**src/rtl/defuser_ctrl_if.sv**
```systemverilog
// Classic Wishbone master/slave bundle shared by the settings and board buses of defuser_ctrl.
// Signal names follow the master's point of view (_o driven by master, _i driven by slave).
interface defuser_ctrl_if #(
  parameter int ADR_W = 4,
  parameter int DAT_W = 16
) ();
  logic             cyc_o;
  logic             stb_o;
  logic             we_o;
  logic [ADR_W-1:0] adr_o;
  logic [DAT_W-1:0] dat_o;
  logic [DAT_W-1:0] dat_i;
  logic             ack_i;

  modport master (
    output cyc_o, stb_o, we_o, adr_o, dat_o,
    input  dat_i, ack_i
  );

  modport slave (
    input  cyc_o, stb_o, we_o, adr_o, dat_o,
    output dat_i, ack_i
  );
endinterface

```
**src/rtl/defuser_ctrl.sv**
```systemverilog
// Minesweeper player-input engine: caches game settings, maps the cursor to board fields and
// turns clicks into board read-modify-write cycles. Right-click flagging is built with DEFUSER_FLAG_EN.
module defuser_ctrl #(
  parameter int         SETTINGS_REG_NUM = 9,
  parameter int         IND_W            = 3,
  parameter logic [2:0] PLAY_STATE       = 3'd2
) (
  input  logic             clk,
  input  logic             rst,
  input  logic             planting_complete,
  input  logic [2:0]       main_state,
  input  logic [11:0]      mouse_xpos,
  input  logic [11:0]      mouse_ypos,
  input  logic             left,
  input  logic             right,
  output logic [IND_W-1:0] mouse_board_ind_x,
  output logic [IND_W-1:0] mouse_board_ind_y,
  output logic             mouse_xpos_valid,
  output logic             mouse_ypos_valid,
  defuser_ctrl_if.master   gs,
  defuser_ctrl_if.master   gb
);

  localparam int ROW_COLUMN_NUMBER = 0;
  localparam int MINE_NUM          = 1;
  localparam int TIMER_SECONDS     = 2;
  localparam int FIELD_SIZE        = 3;
  localparam int BOARD_SIZE        = 4;
  localparam int BOARD_XPOS        = 5;
  localparam int BOARD_YPOS        = 6;
  localparam int FIELD_NUM         = 2 ** IND_W;

  typedef enum logic [2:0] {
    IDLE          = 3'd0,
    READ_SETTINGS = 3'd1,
    READY         = 3'd2,
    BOARD_RD      = 3'd3,
    BOARD_WR      = 3'd4
  } state_t;

  // New field word: left click reveals, right click toggles the flag.
  function automatic logic [7:0] next_field(input logic [7:0] rd, input logic is_right);
    if (is_right) begin
      return rd ^ 8'h04;
    end else begin
      return rd | 8'h02;
    end
  endfunction

  state_t      state_r;
  logic [15:0] game_setup_cashe_r [SETTINGS_REG_NUM];
  logic        settings_valid_r;
  logic        left_d_r;
  logic        click_right_r;
  logic [7:0]  field_r;

  logic [11:0]      dx_s;
  logic [11:0]      dy_s;
  logic             x_in_s;
  logic             y_in_s;
  logic [IND_W-1:0] ind_x_s;
  logic [IND_W-1:0] ind_y_s;
  logic             left_rise_s;
  logic             click_ok_s;
  logic             wr_skip_s;
  logic             last_setting_s;

`ifdef DEFUSER_FLAG_EN
  logic right_d_r;
  logic right_rise_s;
`else
  logic unused_right_s;
  assign unused_right_s = right;
`endif

  // Cursor-to-field mapping; the index is a count of field boundaries passed, so no divider is needed.
  always_comb begin
    dx_s    = mouse_xpos - game_setup_cashe_r[BOARD_XPOS][11:0];
    dy_s    = mouse_ypos - game_setup_cashe_r[BOARD_YPOS][11:0];
    x_in_s  = settings_valid_r
              && ({4'd0, mouse_xpos} >= game_setup_cashe_r[BOARD_XPOS])
              && ({4'd0, dx_s} < game_setup_cashe_r[BOARD_SIZE]);
    y_in_s  = settings_valid_r
              && ({4'd0, mouse_ypos} >= game_setup_cashe_r[BOARD_YPOS])
              && ({4'd0, dy_s} < game_setup_cashe_r[BOARD_SIZE]);
    ind_x_s = '0;
    ind_y_s = '0;
    for (int i = 1; i < FIELD_NUM; i++) begin
      if (32'(dx_s) >= 32'(i) * 32'(game_setup_cashe_r[FIELD_SIZE])) begin
        ind_x_s = ind_x_s + IND_W'(1);
      end else begin
        ind_x_s = ind_x_s;
      end
      if (32'(dy_s) >= 32'(i) * 32'(game_setup_cashe_r[FIELD_SIZE])) begin
        ind_y_s = ind_y_s + IND_W'(1);
      end else begin
        ind_y_s = ind_y_s;
      end
    end
  end

  // Click qualification and the flagged-field write suppression.
  always_comb begin
    left_rise_s    = left & ~left_d_r;
    click_ok_s     = (main_state == PLAY_STATE) && mouse_xpos_valid && mouse_ypos_valid;
    last_setting_s = (gs.adr_o == 4'(SETTINGS_REG_NUM - 1));
`ifdef DEFUSER_FLAG_EN
    right_rise_s   = right & ~right_d_r;
    wr_skip_s      = ~click_right_r & field_r[2];
`else
    wr_skip_s      = 1'b0;
`endif
  end

  // Registered index/valid outputs and button history.
  always_ff @(posedge clk or negedge rst) begin
    if (!rst) begin
      mouse_board_ind_x <= '0;
      mouse_board_ind_y <= '0;
      mouse_xpos_valid  <= 1'b0;
      mouse_ypos_valid  <= 1'b0;
      left_d_r          <= 1'b0;
`ifdef DEFUSER_FLAG_EN
      right_d_r         <= 1'b0;
`endif
    end else begin
      mouse_board_ind_x <= ind_x_s;
      mouse_board_ind_y <= ind_y_s;
      mouse_xpos_valid  <= x_in_s;
      mouse_ypos_valid  <= y_in_s;
      left_d_r          <= left;
`ifdef DEFUSER_FLAG_EN
      right_d_r         <= right;
`endif
    end
  end

  // Control FSM: settings fetch, then click-driven board read-modify-write.
  always_ff @(posedge clk or negedge rst) begin
    if (!rst) begin
      state_r          <= IDLE;
      settings_valid_r <= 1'b0;
      click_right_r    <= 1'b0;
      field_r          <= 8'd0;
      gs.cyc_o         <= 1'b0;
      gs.stb_o         <= 1'b0;
      gs.we_o          <= 1'b0;
      gs.adr_o         <= 4'd0;
      gs.dat_o         <= 16'd0;
      gb.cyc_o         <= 1'b0;
      gb.stb_o         <= 1'b0;
      gb.we_o          <= 1'b0;
      gb.adr_o         <= 8'd0;
      gb.dat_o         <= 8'd0;
      for (int i = 0; i < SETTINGS_REG_NUM; i++) begin
        game_setup_cashe_r[i] <= 16'd0;
      end
    end else if ((state_r != IDLE) && !planting_complete) begin
      // Losing the planted board aborts any transfer; the cache is kept.
      state_r  <= IDLE;
      gs.cyc_o <= 1'b0;
      gs.stb_o <= 1'b0;
      gb.cyc_o <= 1'b0;
      gb.stb_o <= 1'b0;
      gb.we_o  <= 1'b0;
    end else begin
      case (state_r)
        IDLE: begin
          if (planting_complete) begin
            state_r          <= READ_SETTINGS;
            settings_valid_r <= 1'b0;
            gs.adr_o         <= 4'd0;
            gs.cyc_o         <= 1'b1;
            gs.stb_o         <= 1'b1;
          end else begin
            state_r <= IDLE;
          end
        end
        READ_SETTINGS: begin
          if (gs.cyc_o) begin
            if (gs.ack_i) begin
              if (gs.adr_o < 4'(SETTINGS_REG_NUM)) begin
                game_setup_cashe_r[gs.adr_o] <= gs.dat_i;
              end else begin
                game_setup_cashe_r[0] <= game_setup_cashe_r[0];
              end
              gs.cyc_o <= 1'b0;
              gs.stb_o <= 1'b0;
              if (last_setting_s) begin
                state_r          <= READY;
                settings_valid_r <= 1'b1;
              end else begin
                gs.adr_o <= gs.adr_o + 4'd1;
              end
            end else begin
              state_r <= READ_SETTINGS;
            end
          end else begin
            gs.cyc_o <= 1'b1;
            gs.stb_o <= 1'b1;
          end
        end
        READY: begin
          if (click_ok_s && left_rise_s) begin
            click_right_r <= 1'b0;
            gb.adr_o      <= {4'(mouse_board_ind_y), 4'(mouse_board_ind_x)};
            gb.cyc_o      <= 1'b1;
            gb.stb_o      <= 1'b1;
            gb.we_o       <= 1'b0;
            state_r       <= BOARD_RD;
`ifdef DEFUSER_FLAG_EN
          end else if (click_ok_s && right_rise_s) begin
            click_right_r <= 1'b1;
            gb.adr_o      <= {4'(mouse_board_ind_y), 4'(mouse_board_ind_x)};
            gb.cyc_o      <= 1'b1;
            gb.stb_o      <= 1'b1;
            gb.we_o       <= 1'b0;
            state_r       <= BOARD_RD;
`endif
          end else begin
            state_r <= READY;
          end
        end
        BOARD_RD: begin
          if (gb.ack_i) begin
            field_r  <= gb.dat_i;
            gb.cyc_o <= 1'b0;
            gb.stb_o <= 1'b0;
            state_r  <= BOARD_WR;
          end else begin
            state_r <= BOARD_RD;
          end
        end
        BOARD_WR: begin
          if (gb.cyc_o) begin
            if (gb.ack_i) begin
              gb.cyc_o <= 1'b0;
              gb.stb_o <= 1'b0;
              gb.we_o  <= 1'b0;
              state_r  <= READY;
            end else begin
              state_r <= BOARD_WR;
            end
          end else if (wr_skip_s) begin
            state_r <= READY;
          end else begin
            gb.dat_o <= next_field(field_r, click_right_r);
            gb.cyc_o <= 1'b1;
            gb.stb_o <= 1'b1;
            gb.we_o  <= 1'b1;
          end
        end
        default: begin
          state_r <= IDLE;
        end
      endcase
    end
  end

endmodule

```
**src/flat_wrapper.sv**
```systemverilog
// flat-port wrapper written by rule: the top's interface ports become plain ports
module defuser_ctrl_flat 
#(
  parameter int         SETTINGS_REG_NUM = 9,
  parameter int         IND_W            = 3,
  parameter logic [2:0] PLAY_STATE       = 3'd2
)
  (clk, rst, planting_complete, main_state, mouse_xpos, mouse_ypos, left, right, mouse_board_ind_x, mouse_board_ind_y, mouse_xpos_valid, mouse_ypos_valid, gs_cyc_o, gs_stb_o, gs_we_o, gs_adr_o, gs_dat_o, gs_dat_i, gs_ack_i, gb_cyc_o, gb_stb_o, gb_we_o, gb_adr_o, gb_dat_o, gb_dat_i, gb_ack_i);
  defuser_ctrl_if #(.ADR_W(4), .DAT_W(16)) gs_i ();
  defuser_ctrl_if #(.ADR_W(8), .DAT_W(8)) gb_i ();
  input  logic clk;
  input  logic rst;
  input  logic planting_complete;
  input  logic [2:0] main_state;
  input  logic [11:0] mouse_xpos;
  input  logic [11:0] mouse_ypos;
  input  logic left;
  input  logic right;
  output logic [IND_W-1:0] mouse_board_ind_x;
  output logic [IND_W-1:0] mouse_board_ind_y;
  output logic mouse_xpos_valid;
  output logic mouse_ypos_valid;
  output wire logic [$bits(gs_i.cyc_o)-1:0] gs_cyc_o;
  output wire logic [$bits(gs_i.stb_o)-1:0] gs_stb_o;
  output wire logic [$bits(gs_i.we_o)-1:0] gs_we_o;
  output wire logic [$bits(gs_i.adr_o)-1:0] gs_adr_o;
  output wire logic [$bits(gs_i.dat_o)-1:0] gs_dat_o;
  input wire logic [$bits(gs_i.dat_i)-1:0] gs_dat_i;
  input wire logic [$bits(gs_i.ack_i)-1:0] gs_ack_i;
  output wire logic [$bits(gb_i.cyc_o)-1:0] gb_cyc_o;
  output wire logic [$bits(gb_i.stb_o)-1:0] gb_stb_o;
  output wire logic [$bits(gb_i.we_o)-1:0] gb_we_o;
  output wire logic [$bits(gb_i.adr_o)-1:0] gb_adr_o;
  output wire logic [$bits(gb_i.dat_o)-1:0] gb_dat_o;
  input wire logic [$bits(gb_i.dat_i)-1:0] gb_dat_i;
  input wire logic [$bits(gb_i.ack_i)-1:0] gb_ack_i;
  assign gs_cyc_o = gs_i.cyc_o;
  assign gs_stb_o = gs_i.stb_o;
  assign gs_we_o = gs_i.we_o;
  assign gs_adr_o = gs_i.adr_o;
  assign gs_dat_o = gs_i.dat_o;
  assign gs_i.dat_i = gs_dat_i;
  assign gs_i.ack_i = gs_ack_i;
  assign gb_cyc_o = gb_i.cyc_o;
  assign gb_stb_o = gb_i.stb_o;
  assign gb_we_o = gb_i.we_o;
  assign gb_adr_o = gb_i.adr_o;
  assign gb_dat_o = gb_i.dat_o;
  assign gb_i.dat_i = gb_dat_i;
  assign gb_i.ack_i = gb_ack_i;
  defuser_ctrl #(.SETTINGS_REG_NUM(SETTINGS_REG_NUM), .IND_W(IND_W), .PLAY_STATE(PLAY_STATE)) u_core (.clk(clk), .rst(rst), .planting_complete(planting_complete), .main_state(main_state), .mouse_xpos(mouse_xpos), .mouse_ypos(mouse_ypos), .left(left), .right(right), .mouse_board_ind_x(mouse_board_ind_x), .mouse_board_ind_y(mouse_board_ind_y), .mouse_xpos_valid(mouse_xpos_valid), .mouse_ypos_valid(mouse_ypos_valid), .gs(gs_i), .gb(gb_i));
endmodule
```
**config.mk**
```make
export PLATFORM = sky130hd
export DESIGN_NAME = defuser_ctrl_flat
export DESIGN_NICKNAME = d
export VERILOG_FILES = /design/src/rtl/defuser_ctrl_if.sv /design/src/rtl/defuser_ctrl.sv /design/src/flat_wrapper.sv
export SDC_FILE = /design/constraint.sdc
export NUM_CORES = 1
export LEC_CHECK = 0
export CAP_MARGIN = 20
export CELL_PAD_IN_SITES_DETAIL_PLACEMENT = 0
export CELL_PAD_IN_SITES_GLOBAL_PLACEMENT = 1
export CORE_MARGIN = 2
export CORE_UTILIZATION = 50
export DETAILED_ROUTE_END_ITERATION = 12
export PLACE_DENSITY = 0.92
export SKIP_CTS_REPAIR_TIMING = 1
export SYNTH_ARGS = -nofsm -noshare
export SYNTH_HDL_FRONTEND = slang
export SYNTH_SLANG_ARGS = --single-unit
export TNS_END_PERCENT = 10
```
**constraint.sdc**
```tcl
create_clock -name clk -period 10.4 [get_ports clk]
set_input_delay 1.04 -clock clk [delete_from_list [all_inputs] [get_ports clk]]
set_output_delay 1.04 -clock clk [all_outputs]
set_load 0.02 [all_outputs]
```
==> impl_metrics.yaml <==
grt:
  antenna_found_initial: 0
  grt_max_degree: 60
  track_usage_pct: 23.0
  grt_pass1_wl_um: 49600
  first_global_vias: 10500
  grt_overflow: 0
power_and_ir_drop:
  p_leak_nw: 6.86
  vdd_drop_max_v: 0.000147
  powerDensity_nw_per_um2: 224
placed_design:
  gp_congestion: 0.873
  pre_cts_ws_ns: 1.67
  dp_hpwl_um: 24800
  port_buffers: 86
synth:
  synth_largest_area_cell: "ha_1"
  synth-async-reset-ratio_pct: 100
  ys_ff_latch: 107
  yosys-top-cells-area: "ha_1 27%, dfrtp_1 21%, mux2_2 6.2%"
  synth-edff-count: 0
  seq_area_frac_synth_pct: 21.2
  ys.flop_type: "dfrtp_1"
  netlist_instances: 1355
  synth_area_sq_um: 12600
  avgSynthCellArea_sq_um: 9.32
  ys_types: 83
  synth_top_area_share_pct: 26.8
  ys_warn_count: 17
drt:
  drt-initial-drc-count: 549
  ant_nets: 0
  wl_um: 30000
  via_count: 10400
  wl_per_cell_um: 16.9
  dr.pass1.iters: 4
  drc: 0
  vias_per_cell: 5.87
status:
  status: "completed"
cts:
  htreeDepth: 3
  cts_root_buf: "clkbuf_16"
  clockBufferDepth: 2
  cts_num_sinks: 107
  clk_pin_slew_ns: 0.09
  cts_tree: "done"
  cts_buffers: 9
  clk_latency_ns: 0.37
floorplanning:
  num_io_pins: 108
  die_h_um: 163
  initial_core_util_pct: 50.6
  fp.dieW_um: 163
  coreArea_sq_um: 25000
  num_rows: 58
  dieArea_sq_um: 26500
sta:
  tns_ns: 0
  setup_viol: 0
  tightest_slew_ns: 0.993
  fin_crit_sh_pct: 80.6
  rsz0062_at_grt: "no"
  finalMaxSlewViolations: 0
  clock_skew_ns: 0.0124
  holdWs_ns: 0.466
  max_freq_ghz: 0.119
  relSlewSlack_pct: 33.3
  fin_ws_ns: 2.02
  hold_viol: 0
  fin_crit_ns: 8.38
worst_setup_path:
  critPathTopFamily: "compound AO/OA/AOI/OAI gates"
  path_buf_inv: 5
  reg2reg_slack_ns: 2.80
  worst_ep_required_time_ns: 10.65
  critPathCaptureType: "flip-flop"
  slowest_stage: "xor2_1"
  worstPathArrival_ns: 8.63
  startpoint_type: "primary input"
  slowest_delay_ns: 0.70
  path_max_fanout: 8
  worst-setup-path-type: "in2reg"
final_layout:
  num_antenna_cells: 0
  areaGrowthSynthToFinish_pct: 11.8
  fin_nets: 1789
  drive_gt1_share_pct: 8.51
job:
  cap_violations: 0
worst_hold_path:
  hold_class: "reg2reg"
per-stage QoR:
| stage | util (%) | cells | cell area [sq um] | total power [mW] |
|---|---|---|---|---|
| after CTS | 56.6 | 1775 | 14100 | 3.15 |
| after global placement | 55.3 | 1759 | 13800 | 2.70 |
| final | 56.6 | 1775 | 14100 | 3.16 |
| after global routing | 56.6 | 1775 | 14100 | 3.49 |
| after floorplan | - | 1373 | 12700 | 2.19 |
| after detailed placement | 55.3 | 1759 | 13800 | 2.77 |
kinds of logic (layout without fill, tap and decap cells):
logic type      count (synthesis)  in the layout  synth area share, %
mux                            78             78                 6.88
simple gates                  306            306                 12.3
xor+xnor                       64             64                 4.96
fa+ha+maj                     294            294                 30.3
other cells                     1             19               0.0297
flops                         107            107                 21.2
compound gates                374            374                 19.8
buf+inv                       131            203                 4.54
placed cells by master, fill, tap and decap left out, types with 14 or more instances in the layout:
master and instances:
conb_1 19, ha_1 271, o21ai_0 84, dfrtp_1 107, fa_1 20, a21o_1 65
clkdlybuf4s50_1 85, a21oi_1 87, nand4_1 14, nand2b_1 16, o21a_1 26, nor2b_1 16
nor2_1 78, nor3_1 18, nand2_1 70, mux2_2 70, inv_1 94, nand3_1 31
xnor2_1 34, a211oi_1 19, xor2_1 24
final cells by class:
| cell class | count | area, sq um |
|---|---|---|
| tap | 330 | 413 |
| fill | 2285 | 10800 |
| clock inverter | 7 | 91.3 |
| inverter | 95 | 357 |
| clock buffer | 9 | 225 |
| multi-input combinational | 1135 | 9450 |
| sequential | 107 | 2680 |
| timing repair buffer | 92 | 903 |
state kept, by name, indices dropped and copies added (netlist names):
name                       flops
u_core.game_setup_cashe_r     64
u_core.gs.stb_o                1
u_core.mouse_board_ind_y       3
u_core.field_r                 7
u_core.mouse_board_ind_x       3
u_core.gb.adr_o                6
u_core.left_d_r                1
u_core.settings_valid_r        1
u_core.gb.stb_o                1
u_core.gb.we_o                 1
u_core.gs.cyc_o                1
u_core.gb.dat_o                8
u_core.mouse_xpos_valid        1
u_core.gb.cyc_o                1
u_core.state_r                 3
u_core.mouse_ypos_valid        1
u_core.gs.adr_o                4
per-layer routing:
metal  track usage (%)  wire [um]
met5                 0          0
met4              5.95        562
met3              1.81        714
met2              39.8      14400
met1              31.2      14400
synth_stat cells (all sizes together) (22+ instances only):
| library cell | instances |
|---|---|
| mux2 | 70 |
| ha | 271 |
| nand3 | 31 |
| dfrtp | 107 |
| nand2 | 70 |
| xnor2 | 37 |
| a21o | 65 |
| buf | 22 |
| inv | 95 |
| o21ai | 85 |
| o21a | 26 |
| xor2 | 24 |
| a21oi | 88 |
| nor2 | 80 |
worst paths after layout:
kind | from | end | cells past startpoint
hold reg to reg | u_core.gb.dat_o[1] | u_core.gb.dat_o[1] | 1
max in group asynchronous | rst | u_core.game_setup_cashe_r[66] | 2
min in group asynchronous | rst | u_core.gb.adr_o[0] | 1
setup / recovery | mouse_xpos[0] | u_core.mouse_board_ind_x[2] | 35
hold / removal | u_core.gb.dat_o[1] | u_core.gb.dat_o[1] | 1
setup reg to reg | u_core.game_setup_cashe_r[48] | u_core.mouse_board_ind_x[2] | 33
where the power goes:
part	switching [mW]	total (mW)	internal, mW	leakage (nW)
clock	0.187	0.361	0.175	0.152
sequential	0.0896	0.554	0.464	1.40
combinational	1.28	2.25	0.966	5.32
total	1.56	3.16	1.60	6.86
(Power assumes the default switching activity.)
